## src/rtl/id_ctrl_stall.sv

```systemverilog
// ============================================================================
//  Module      : id_ctrl_stall
//  Description : ID-stage decode (EXTOp/NPCOp/RegWrite) plus D-stage stall
//                generation for load-use hazards and multi-cycle mult/div.
//                Optional macro IDC_DIV_EN enables div/divu decode and issue.
//  Revision    : 1.0 - initial release
// ============================================================================
`default_nettype none

module id_ctrl_stall #(
    parameter int MULT_CYCLES = 5,
    parameter int DIV_CYCLES  = 10,
    parameter int CNT_W       = 4
) (
    input  logic        clk,
    input  logic        reset,
    input  logic [31:0] instr_d,
    input  logic [31:0] rd2_d,
    output logic [1:0]  EXTOp,
    output logic [3:0]  NPCOp,
    output logic        RegWrite,
    output logic        Stall,
    output logic        md_start,
    output logic        md_busy
);

    localparam logic [5:0] c_op_rtype  = 6'h00;
    localparam logic [5:0] c_op_regimm = 6'h01;
    localparam logic [5:0] c_op_j      = 6'h02;
    localparam logic [5:0] c_op_jal    = 6'h03;
    localparam logic [5:0] c_op_beq    = 6'h04;
    localparam logic [5:0] c_op_bne    = 6'h05;
    localparam logic [5:0] c_op_blez   = 6'h06;
    localparam logic [5:0] c_op_bgtz   = 6'h07;

    localparam logic [3:0] c_npc_pc4  = 4'd0;
    localparam logic [3:0] c_npc_beq  = 4'd1;
    localparam logic [3:0] c_npc_j    = 4'd2;
    localparam logic [3:0] c_npc_jr   = 4'd3;
    localparam logic [3:0] c_npc_jalr = 4'd4;
    localparam logic [3:0] c_npc_bne  = 4'd5;
    localparam logic [3:0] c_npc_bgtz = 4'd6;
    localparam logic [3:0] c_npc_blez = 4'd7;
    localparam logic [3:0] c_npc_bgez = 4'd8;
    localparam logic [3:0] c_npc_bltz = 4'd9;

    localparam logic [1:0] c_ext_sign = 2'b00;
    localparam logic [1:0] c_ext_zero = 2'b01;
    localparam logic [1:0] c_ext_lui  = 2'b10;

    localparam logic [CNT_W-1:0] c_mult_lat = CNT_W'(MULT_CYCLES);
    localparam logic [CNT_W-1:0] c_div_lat  = CNT_W'(DIV_CYCLES);

    logic [5:0] w_op;
    logic [5:0] w_func;
    logic [4:0] w_rs;
    logic [4:0] w_rt;
    logic       w_unused_fields;

    assign w_op            = instr_d[31:26];
    assign w_rs            = instr_d[25:21];
    assign w_rt            = instr_d[20:16];
    assign w_func          = instr_d[5:0];
    assign w_unused_fields = ^instr_d[15:6];

    logic [1:0] w_ext;
    logic [3:0] w_npc;
    logic       w_rw;
    logic       w_is_load;
    logic       w_uses_rs;
    logic       w_uses_rt;
    logic       w_md_op;
    logic       w_is_div;
    logic       w_md_use;

    always_comb begin
        w_ext     = c_ext_sign;
        w_npc     = c_npc_pc4;
        w_rw      = 1'b0;
        w_is_load = 1'b0;
        w_uses_rs = 1'b0;
        w_uses_rt = 1'b0;
        w_md_op   = 1'b0;
        w_is_div  = 1'b0;
        w_md_use  = 1'b0;
        case (w_op)
            c_op_rtype: begin
                case (w_func)
                    6'h00, 6'h02, 6'h03: begin
                        w_rw      = 1'b1;
                        w_uses_rt = 1'b1;
                    end
                    6'h04, 6'h06, 6'h07,
                    6'h20, 6'h21, 6'h22, 6'h23,
                    6'h24, 6'h25, 6'h26, 6'h27,
                    6'h2A, 6'h2B: begin
                        w_rw      = 1'b1;
                        w_uses_rs = 1'b1;
                        w_uses_rt = 1'b1;
                    end
                    6'h08: begin
                        w_npc     = c_npc_jr;
                        w_uses_rs = 1'b1;
                    end
                    6'h09: begin
                        w_npc     = c_npc_jalr;
                        w_rw      = 1'b1;
                        w_uses_rs = 1'b1;
                    end
                    6'h0A: begin
                        w_rw      = (rd2_d == 32'd0);
                        w_uses_rs = 1'b1;
                        w_uses_rt = 1'b1;
                    end
                    6'h10, 6'h12: begin
                        w_rw     = 1'b1;
                        w_md_use = 1'b1;
                    end
                    6'h11, 6'h13: begin
                        w_uses_rs = 1'b1;
                        w_md_use  = 1'b1;
                    end
                    6'h18, 6'h19: begin
                        w_uses_rs = 1'b1;
                        w_uses_rt = 1'b1;
                        w_md_op   = 1'b1;
                        w_md_use  = 1'b1;
                    end
`ifdef IDC_DIV_EN
                    6'h1A, 6'h1B: begin
                        w_uses_rs = 1'b1;
                        w_uses_rt = 1'b1;
                        w_md_op   = 1'b1;
                        w_is_div  = 1'b1;
                        w_md_use  = 1'b1;
                    end
`endif
                    default: ;
                endcase
            end
            c_op_regimm: begin
                // Unsupported rt values leave everything at the harmless defaults.
                if (w_rt == 5'b00001) begin
                    w_npc     = c_npc_bgez;
                    w_uses_rs = 1'b1;
                end else if (w_rt == 5'b00000) begin
                    w_npc     = c_npc_bltz;
                    w_uses_rs = 1'b1;
                end
            end
            c_op_j:   w_npc = c_npc_j;
            c_op_jal: begin
                w_npc = c_npc_j;
                w_rw  = 1'b1;
            end
            c_op_beq, c_op_bne: begin
                w_npc     = (w_op == c_op_beq) ? c_npc_beq : c_npc_bne;
                w_uses_rs = 1'b1;
                w_uses_rt = 1'b1;
            end
            c_op_blez, c_op_bgtz: begin
                w_npc     = (w_op == c_op_blez) ? c_npc_blez : c_npc_bgtz;
                w_uses_rs = 1'b1;
            end
            6'h08, 6'h09, 6'h0A, 6'h0B: begin
                w_rw      = 1'b1;
                w_uses_rs = 1'b1;
            end
            6'h0C, 6'h0D, 6'h0E: begin
                w_ext     = c_ext_zero;
                w_rw      = 1'b1;
                w_uses_rs = 1'b1;
            end
            6'h0F: begin
                w_ext = c_ext_lui;
                w_rw  = 1'b1;
            end
            6'h20, 6'h21, 6'h23, 6'h24, 6'h25: begin
                w_rw      = 1'b1;
                w_is_load = 1'b1;
                w_uses_rs = 1'b1;
            end
            6'h28, 6'h29, 6'h2B: begin
                w_uses_rs = 1'b1;
                w_uses_rt = 1'b1;
            end
            default: ;
        endcase
    end

    logic             r_load_e_q;
    logic             r_load_e_d;
    logic [4:0]       r_dst_e_q;
    logic [4:0]       r_dst_e_d;
    logic [CNT_W-1:0] r_cnt_q;
    logic [CNT_W-1:0] r_cnt_d;
    logic             r_md_start_q;
    logic             r_md_start_d;

    logic w_load_use;
    logic w_md_stall;
    logic w_stall;
    logic w_issue;

    assign w_load_use = r_load_e_q && (r_dst_e_q != 5'd0) &&
                        ((w_uses_rs && (w_rs == r_dst_e_q)) ||
                         (w_uses_rt && (w_rt == r_dst_e_q)));
    assign w_md_stall = w_md_use && (r_cnt_q != '0);
    assign w_stall    = w_load_use || w_md_stall;
    assign w_issue    = w_md_op && !w_stall;

    always_comb begin
        r_load_e_d   = 1'b0;
        r_dst_e_d    = r_dst_e_q;
        r_md_start_d = w_issue;
        if (!w_stall) begin
            r_load_e_d = w_is_load;
            r_dst_e_d  = w_rt;
        end
        if (w_issue) begin
            r_cnt_d = w_is_div ? c_div_lat : c_mult_lat;
        end else if (r_cnt_q != '0) begin
            r_cnt_d = r_cnt_q - 1'b1;
        end else begin
            r_cnt_d = '0;
        end
    end

    always_ff @(posedge clk) begin
        if (reset) begin
            r_load_e_q   <= 1'b0;
            r_dst_e_q    <= 5'd0;
            r_cnt_q      <= '0;
            r_md_start_q <= 1'b0;
        end else begin
            r_load_e_q   <= r_load_e_d;
            r_dst_e_q    <= r_dst_e_d;
            r_cnt_q      <= r_cnt_d;
            r_md_start_q <= r_md_start_d;
        end
    end

    // A stalled instruction must not redirect fetch or commit a write.
    assign EXTOp    = w_ext;
    assign NPCOp    = w_stall ? c_npc_pc4 : w_npc;
    assign RegWrite = w_rw && !w_stall;
    assign Stall    = w_stall;
    assign md_start = r_md_start_q;
    assign md_busy  = (r_cnt_q != '0);

endmodule

`default_nettype wire

```

## config.mk

```make
export PLATFORM = sky130hd
export DESIGN_NAME = id_ctrl_stall
export DESIGN_NICKNAME = d
export VERILOG_FILES = /design/src/rtl/id_ctrl_stall.sv
export SDC_FILE = /design/constraint.sdc
export NUM_CORES = 1
export LEC_CHECK = 0
export CAP_MARGIN = 5
export CORE_MARGIN = 4
export CORE_UTILIZATION = 35
export CTS_BUF_LIST = sky130_fd_sc_hd__clkbuf_8
export DETAILED_ROUTE_END_ITERATION = 7
export DONT_BUFFER_PORTS = 1
export GPL_ROUTABILITY_DRIVEN = 0
export MAX_ROUTING_LAYER = met4
export PLACE_DENSITY = 0.47
export REMOVE_ABC_BUFFERS = 1
export SLEW_MARGIN = 10
export SYNTH_ARGS = -nofsm -noshare
export SYNTH_HDL_FRONTEND = slang
export SYNTH_SLANG_ARGS = --single-unit
```

## constraint.sdc

```tcl
create_clock -name clk -period 3.2 [get_ports clk]
set_clock_uncertainty 0.1 [all_clocks]
set_input_delay 0.64 -clock clk [delete_from_list [all_inputs] [get_ports clk]]
set_output_delay 0.64 -clock clk [all_outputs]
set_load 0.02 [all_outputs]
```

==> out/results.tsv, run 1 <==
stage	metric	value	unit
run_status	outcome	completed	
critical_path	CP bufs+invs	2	
floorplanning	Initial Utilization	0.373	
global_route	first-pass GRT wire length	5130	microns
sta	fin crit period	2.90	ns
routing	routed len/inst	15.0	microns
clock_tree	Worst-Skew Late Latency	0.24	ns
clock_tree	clock slew at reported path FFs	0.05	ns
global_route	grt total ovfl	0	
placed_design	Post-DP HPWL	2440	microns
sta	fin crit share	0.905	
clock_tree	TritonCTS clock tree	built	
routing	TritonRoute pass-1 iters	4	
yosys	flops & latches, synth	11	
clock_tree	post-CTS setup buffer count	0	
yosys	Post-Syn Area	0.00117	sq mm
sta	Hold Fails Final Rpt	0	
routing	DR vias/cell	5.66	
clock_tree	post-CTS sizing	0	
yosys	Syn Inst Count	154	
yosys	Post-synth EDFFs	0	
clock_tree	Num CTS Buffers	3	
placed_design	Port Buffer Count	0	
final_layout	Layout area overhead	9.23	%
routing	Final ANT Viol Nets	0	
routing	Via Count	1143	
critical_path	Top Family by Delay on Critical Path	simple AND/OR/NAND/NOR gates	
clock_tree	clk sinks	11	
power_and_ir_drop	Max VDD drop	245	uV
critical_path	cell breakdown of the critical path	or4_1 -> nor3_2 -> a22o_1 -> a21oi_1 -> o211a_1 -> inv_6 -> nor2_1 -> buf_4	
critical_path	crit end category	output port	
yosys	synth unique cells	50	
critical_path	Startpoint Class	input pin	
power_and_ir_drop	leak pwr	0.490	nW
clock_tree	Clock Tree Root	clkbuf_8	
yosys	asr flop ratio synth	0	
critical_path	delay of the slowest critical-path stage	0.53	ns
floorplanning	core footprint	0.00313	sq mm
global_route	largest net degree at the start of global routing	18	
critical_path	critical path required time	2.46	ns
critical_path	Crit path arrival time	2.16	ns
routing	# DRC	0	
critical_path	R2R depth	7	
hold_path	HP Start	reset	
yosys	register area share after synthesis	0.189	
floorplanning	I/O Pins	76	
clock_tree	Clock Path Buffers	2	
final_layout	Ant. Diodes	0	
job	Max-Cap Viols	0	
sta	final slew viol count	0	
yosys	top cells by area, synth	dfxtp_1 (19%), nand2b_1 (5.9%), a21oi_1 (5.6%)	
yosys	syn avg cell area	7.57	sq um
sta	Setup TNS	0	ns
yosys	Syn. warnings	0	
hold_path	WHS Path Cells	1	
critical_path	Reg2Reg Setup Slack	1.17	ns
sta	Worst Max-Slew Pin Slew	0.450	ns
yosys	area leader, netlist	dfxtp_1	
critical_path	worst r2r src	r_dst_e_q[2]	
final_layout	fillers	317	
final_layout	highest-count cells in the layout ignoring fill and taps	a21oi_1 (13), nor2_1 (12), nand2b_1 (11), dfxtp_1 (11)	
yosys	Synth Flop Type	dfxtp_1	
critical_path	CP Class	in -> out	
hold_path	Tightest Hold Check Type	in -> reg	
routing	final WL	3020	microns
sta	worst rel slew slack	0.701	
clock_tree	H-tree Lvls	1	
final_layout	most common cell after layout, fill and taps aside	a21oi_1	
global_route	initial antenna violation count	0	
global_route	total track usage	0.150	
sta	final setup vio count	0	
critical_path	Slowest cell on crit path	or4_1	
final_layout	# nets final	226	
critical_path	RR Endpoint	r_dst_e_q[0]	
routing	DR iter-0 viols	31	
floorplanning	die height	65.7	microns
power_and_ir_drop	PD cells	387	mW/mm^2
clock_tree	Hold-fix buffers, CTS	0	
final_layout	layout cell share with drive strength beyond 1	0.127	
sta	RSZ-0062 raised after global routing	no	
floorplanning	die area	0.00432	sq mm
yosys	Synth top area share	0.189	
global_route	number of global-route vias before repair	1138	
floorplanning	std cell rows	20	
critical_path	critical path peak fanout	10	
floorplanning	chip width	65.7	microns
hold_path	WHS Endpoint	r_load_e_q	
power_and_ir_drop	total power	0.493	mW
sta	fmax	345	MHz
-- synth_stat cells (5+ instances only) --
master and number:
a21oi_1 13, dfxtp_1 11, inv_1 7, mux2i_1 6, nand2_1 5, nand2b_1 11, nand3_1 5, nor2_1 12
nor3_1 8, nor4_1 10, o21ai_0 5, xnor2_1 5, xor2_1 5
-- sequential cells by signal (all words and copies together), names as in the netlist --
| register | flops |
|---|---|
| r_cnt_q | 4 |
| r_dst_e_q | 5 |
| md_start | 1 |
| r_load_e_q | 1 |
-- cell type report --
type                       count  area, sq um  share of cell area
multi-input combinational    125          843               0.662
timing repair buffer          10         75.1              0.0589
inverter                       8         35.0              0.0275
clock buffer                   3         41.3              0.0324
sequential                    11          220               0.173
tap                           44         55.1              0.0432
clock inverter                 1         3.75             0.00295
-- layer usage --
layer  vias up  GRT usage  wire length [microns]
li1        585          -                      -
met1       527      0.194                   1350
met2        31      0.244                   1470
met3         0     0.0427                    208
met4         0    0.00777                      0
met5         -          -                      0
-- how the worst max path moves through the flow --
| stage | from | endpoint | slack, ns | cells past startpoint |
|---|---|---|---|---|
| finish | instr_d[18] | NPCOp[0] | 0.30 | 8 |
| global route | r_dst_e_q[2] | NPCOp[2] | 0.18 | 8 |
| floorplan | instr_d[5] | RegWrite | 0.26 | 7 |
| global placement | instr_d[18] | RegWrite | 0.30 | 8 |
| CTS | instr_d[18] | RegWrite | 0.28 | 8 |
| detailed placement | instr_d[18] | RegWrite | 0.29 | 8 |
-- worst register-to-register path, stage by stage (launching register included) --
cell	delay [ns]
dfxtp_1	0.35
or4_1	0.54
o21ai_1	0.17
nor4_1	0.08
o2111ai_1	0.08
o211a_1	0.26
buf_4	0.19
mux2i_1	0.21
-- stage by stage --
stage                     instances  setup slack (ns)  instance area [sq um]  utilization  hold slack, ns
final                           202             0.304                   1270        0.407           0.366
after global routing            202             0.178                   1270        0.407           0.360
after CTS                       202             0.284                   1270        0.407           0.360
after detailed placement        198             0.285                   1230        0.393           0.375
after global placement          198             0.301                   1230        0.393           0.371
after floorplan                 144             0.257                   1100            -           0.353
-- cells by family (layout without fill, tap and decap cells) --
| kind of cell | Yosys count | count (layout) | share of synthesized area |
|---|---|---|---|
| buf+inv | 18 | 22 | 0.0880 |
| mux | 6 | 6 | 0.0515 |
| flops | 11 | 11 | 0.189 |
| compound gates | 37 | 37 | 0.212 |
| fa+ha+maj | 1 | 1 | 0.0107 |
| xor+xnor | 10 | 10 | 0.0751 |
| simple gates | 71 | 71 | 0.373 |
-- report_power, final --
group	internal [mW]	total (mW)	switching (mW)
registers	0.160	0.178	0.0178
clock network	0.0842	0.135	0.0513
logic	0.0850	0.180	0.0950
(Power assumes the default switching activity.)
==> run 2, diff against run 1 <==
--- a/config.mk
+++ b/config.mk
@@ -8,7 +8,6 @@
 export CAP_MARGIN = 5
 export CORE_MARGIN = 4
 export CORE_UTILIZATION = 35
-export CTS_BUF_LIST = sky130_fd_sc_hd__clkbuf_8
 export DETAILED_ROUTE_END_ITERATION = 7
 export DONT_BUFFER_PORTS = 1
 export GPL_ROUTABILITY_DRIVEN = 0
==> run 2 against run 1 <==
Count of clock-buffer cells in the layout grew 1. Die area is the same. First-iteration DRC count fell by 3.2%. Largest power group unchanged.
==> out/results.tsv, run 2 (synthesized netlist as in run 1, its figures left out) <==
stage	metric	value	unit
clock_tree	post-CTS sizing	0	
routing	DR vias/cell	5.68	
final_layout	layout cell share with drive strength beyond 1	0.127	
critical_path	critical path peak fanout	10	
clock_tree	post-CTS setup buffer count	0	
final_layout	Layout area overhead	7.62	%
sta	Setup TNS	0	ns
critical_path	Startpoint Class	input pin	
final_layout	Top reg by flops	r_dst_e_q	
global_route	total track usage	0.150	
sta	worst hold margin	0.333	ns
floorplanning	I/O Pins	76	
routing	final WL	3040	microns
power_and_ir_drop	PD cells	361	mW/mm^2
clock_tree	Worst-Skew Late Latency	0.27	ns
power_and_ir_drop	Max VDD drop	283	uV
routing	Final ANT Viol Nets	0	
critical_path	critical path required time	2.46	ns
final_layout	most common cell after layout, fill and taps aside	a21oi_1	
floorplanning	die height	65.7	microns
floorplanning	std cell rows	20	
global_route	initial antenna violation count	0	
sta	RSZ-0062 raised after global routing	no	
global_route	number of global-route vias before repair	1133	
sta	final slew viol count	0	
clock_tree	clock slew at reported path FFs	0.07	ns
power_and_ir_drop	leak pwr	0.478	nW
final_layout	fillers	317	
sta	worst rel slew slack	0.701	
global_route	largest net degree at the start of global routing	18	
final_layout	biggest regs	r_dst_e_q x5, r_cnt_q x4	
critical_path	Reg2Reg Setup Slack	1.16	ns
hold_path	Tightest Hold Check Type	in -> reg	
final_layout	highest-count cells in the layout ignoring fill and taps	a21oi_1 (13), nor2_1 (12), nand2b_1 (11), dfxtp_1 (11)	
sta	final setup vio count	0	
clock_tree	Num CTS Buffers	3	
placed_design	Post-DP HPWL	2440	microns
global_route	grt total ovfl	0	
sta	Hold Fails Final Rpt	0	
clock_tree	H-tree Lvls	1	
job	Max-Cap Viols	0	
routing	DR iter-0 viols	30	
clock_tree	Clock Tree Root	clkbuf_4	
final_layout	Largest register FFs	5	
critical_path	Crit path arrival time	2.16	ns
critical_path	CP Class	in -> out	
clock_tree	Clock Path Buffers	2	
sta	Worst Max-Slew Pin Slew	0.450	ns
placed_design	Port Buffer Count	0	
floorplanning	chip width	65.7	microns
critical_path	crit end category	output port	
routing	routed len/inst	15.0	microns
routing	TritonRoute pass-1 iters	4	
final_layout	area of the multi-input gates	843	sq um
sta	fmax	345	MHz
final_layout	# nets final	226	
final_layout	Finished Core Util	0.401	
routing	Via Count	1147	
run_status	outcome	completed	
floorplanning	core footprint	0.00313	sq mm
final_layout	FF/Latch Area	220	sq um
floorplanning	die area	0.00432	sq mm
final_layout	Ant. Diodes	0	
clock_tree	TritonCTS clock tree	built	
clock_tree	Hold-fix buffers, CTS	0	
floorplanning	Initial Utilization	0.373	
sta	fin crit period	2.90	ns
clock_tree	clk sinks	11	
routing	# DRC	0	
global_route	first-pass GRT wire length	5120	microns
sta	fin crit share	0.906	
-- run 2: per-stage QoR --
step           setup slack [ns]  area (sq um)  total power, mW  cells
6_report                  0.300          1250            0.453    202
5_1_grt                   0.137          1250            0.493    202
4_1_cts                   0.284          1250            0.460    202
3_5_place_dp              0.285          1230            0.363    198
3_3_place_gp              0.301          1230            0.359    198
2_1_floorplan             0.257          1100            0.313    144
-- run 2: worst paths after layout --
kind                              startpoint      endpoint  depth (start not counted)
worst max-delay path             instr_d[18]      RegWrite                          8
worst min-delay path                   reset      md_start                          1
worst max register to register  r_dst_e_q[2]  r_dst_e_q[0]                          7
worst min register to register    r_cnt_q[0]    r_cnt_q[0]                          1
-- run 2: critical path, cell delays in order --
cell     delay, ns
or4_1         0.54
nor3_2        0.15
a22o_1        0.16
a21oi_1       0.05
o211a_1       0.26
inv_6         0.14
a21oi_1       0.05
buf_4         0.16
-- run 2: cell type report --
cell class / count / area share
inverters: 8 / 0.0279
repair buffers: 10 / 0.0598
flip-flops and latches: 11 / 0.175
clock buffers: 4 / 0.0209
multi-input cells: 125 / 0.672
well taps: 44 / 0.0439
-- run 2: routing by layer --
metal,vias up,track usage,wire (microns)
met1,528,0.193,1360
met3,0,0.0427,207
met5,-,-,0
met4,0,0.00777,0
li1,586,-,-
met2,33,0.244,1470
-- run 2: power by group --
| group | leakage [nW] | internal [mW] | switching, mW |
|---|---|---|---|
| Combinational | 0.372 | 0.0850 | 0.0953 |
| Clock | 0.0150 | 0.0482 | 0.0470 |
| Sequential | 0.0906 | 0.160 | 0.0178 |
| Total | 0.478 | 0.293 | 0.160 |
==> run 3, diff against run 2 <==
==> constraint.sdc (replaced) <==
create_clock -name clk -period 3 [get_ports clk]
set_clock_uncertainty 0.1 [all_clocks]
set_input_delay 0.6 -clock clk [delete_from_list [all_inputs] [get_ports clk]]
set_output_delay 0.6 -clock clk [all_outputs]
set_load 0.02 [all_outputs]
==> run 3 against run 2 <==
Power up 6.1%. Setup slack worse by 0.11 ns. Utilization up 0.40 points. Non-clock buffer count up 1. Combinational power up 7%. Hold slack worse by 0.039 ns. Die area unchanged. Routed wire length down 1.4%. Register-to-register slack worse by 0.16 ns. Clock power up 3.8%. Sequential cell count unchanged.
==> out/results.tsv, run 3 (synthesized netlist as in run 1, its figures left out) <==
stage	metric	value	unit
run_status	outcome	completed	
critical_path	cell breakdown of the critical path	or4_1 -> o21ai_2 -> nor4_1 -> o2111ai_1 -> o211a_1 -> inv_6 -> a211oi_2 -> buf_4	
critical_path	critical path required time	2.30	ns
critical_path	Slowest cell on crit path	or4_1	
critical_path	CP Class	reg -> out	
global_route	first-pass GRT wire length	5000	microns
final_layout	Ant. Diodes	0	
sta	worst rel slew slack	0.699	
critical_path	crit end category	output port	
floorplanning	die height	65.7	microns
critical_path	critical path peak fanout	10	
sta	RSZ-0062 raised after global routing	no	
placed_design	placed cell areas	0.00124	sq mm
sta	Hold Fails Final Rpt	0	
final_layout	# nets final	227	
clock_tree	TritonCTS clock tree	built	
global_route	grt total ovfl	0	
power_and_ir_drop	PD cells	379	mW/mm^2
final_layout	highest-count cells in the layout ignoring fill and taps	a21oi_1 (13), nor2_1 (12), nand2b_1 (11), dfxtp_1 (11), buf_4 (11)	
critical_path	delay of the slowest critical-path stage	0.55	ns
sta	fmax	356	MHz
critical_path	Startpoint Class	register	
routing	Final ANT Viol Nets	0	
power_and_ir_drop	leak pwr	0.484	nW
critical_path	Top Family by Delay on Critical Path	simple AND/OR/NAND/NOR gates	
floorplanning	std cell rows	20	
final_layout	layout cell share with drive strength beyond 1	0.138	
routing	DR iter-0 viols	28	
floorplanning	I/O Pins	76	
clock_tree	clock slew at reported path FFs	0.07	ns
global_route	number of global-route vias before repair	1165	
sta	Setup TNS	0	ns
sta	final setup vio count	0	
clock_tree	Num CTS Buffers	3	
power_and_ir_drop	Max VDD drop	281	uV
power_and_ir_drop	total power	0.481	mW
clock_tree	clk sinks	11	
global_route	total track usage	0.146	
routing	TritonRoute pass-1 iters	4	
clock_tree	Hold-fix buffers, CTS	0	
final_layout	Largest register FFs	5	
placed_design	Post-DP HPWL	2480	microns
critical_path	CP bufs+invs	2	
final_layout	final instance area	0.00127	sq mm
job	Max-Cap Viols	0	
final_layout	Layout area overhead	8.69	%
global_route	largest net degree at the start of global routing	18	
routing	DR vias/cell	5.63	
floorplanning	core footprint	0.00313	sq mm
final_layout	Top reg by flops	r_dst_e_q	
sta	fin crit period	2.81	ns
sta	fin crit share	0.936	
clock_tree	H-tree Lvls	1	
routing	final WL	3000	microns
sta	Worst Max-Slew Pin Slew	0.453	ns
floorplanning	Initial Utilization	0.373	
clock_tree	Clock Tree Root	clkbuf_4	
final_layout	biggest regs	r_dst_e_q x5, r_cnt_q x4	
routing	# DRC	0	
floorplanning	chip width	65.7	microns
placed_design	Port Buffer Count	0	
global_route	initial antenna violation count	0	
clock_tree	Worst-Skew Late Latency	0.26	ns
routing	routed len/inst	14.8	microns
floorplanning	die area	0.00432	sq mm
routing	Via Count	1143	
sta	final slew viol count	0	
hold_path	Tightest Hold Check Type	in -> reg	
final_layout	most common cell after layout, fill and taps aside	a21oi_1	
critical_path	Crit path arrival time	2.11	ns
clock_tree	Clock Path Buffers	2	
==> run 3: cell types whose count changed in the layout (fill, tap and decap cells not counted) <==
cell       change
o21ai_1        -1
a2111oi_1      +1
buf_4          +1
o21ai_2        +1
a2111oi_0      -1
==> run 3: power breakdown <==
group	internal (mW)	switching (mW)	total (mW)
logic	0.0909	0.102	0.193
registers	0.170	0.0191	0.189
clock network	0.0515	0.0475	0.0989
==> run 3: per-layer routing <==
layer  GRT usage  up-vias  part of all wire
li1            -      592                 -
met1       0.181      516              0.44
met2       0.244       35              0.48
met3      0.0479        0             0.079
met4     0.00777        0                 0
met5           -        -                 0
==> run 3: final cells by class <==
| class | instances | area (sq um) |
|---|---|---|
| fill | 325 | 1860 |
| multi-input combinational | 125 | 848 |
| sequential | 11 | 220 |
| timing repair buffer | 11 | 82.6 |
| tap | 44 | 55.1 |
| inverter | 8 | 35.0 |
| clock buffer | 4 | 26.3 |
==> run 3: path summary, 6_finish.rpt <==
kind	start	end	slack [ns]	depth (start not counted)
setup / recovery	r_dst_e_q[2]	NPCOp[2]	0.19	8
hold / removal	reset	r_load_e_q	0.29	1
setup reg to reg	r_dst_e_q[2]	r_dst_e_q[4]	1.00	7
hold reg to reg	r_cnt_q[0]	r_cnt_q[0]	0.38	1
==> run 3: through the flow <==
stage | setup WS, ns | instances | util | hold WS, ns
finish | 0.191 | 203 | 0.405 | 0.294
global route | 0.0293 | 203 | 0.405 | 0.271
floorplan | 0.137 | 144 | - | 0.353
global placement | 0.218 | 199 | 0.395 | 0.370
CTS | 0.150 | 203 | 0.404 | 0.284
detailed placement | 0.199 | 199 | 0.395 | 0.371
==> run 3: what timing repair did <==
item                       in CTS  in global routing
resized for setup               0                  2
setup buffers                   0                  0
setup endpoints to repair       0                  3
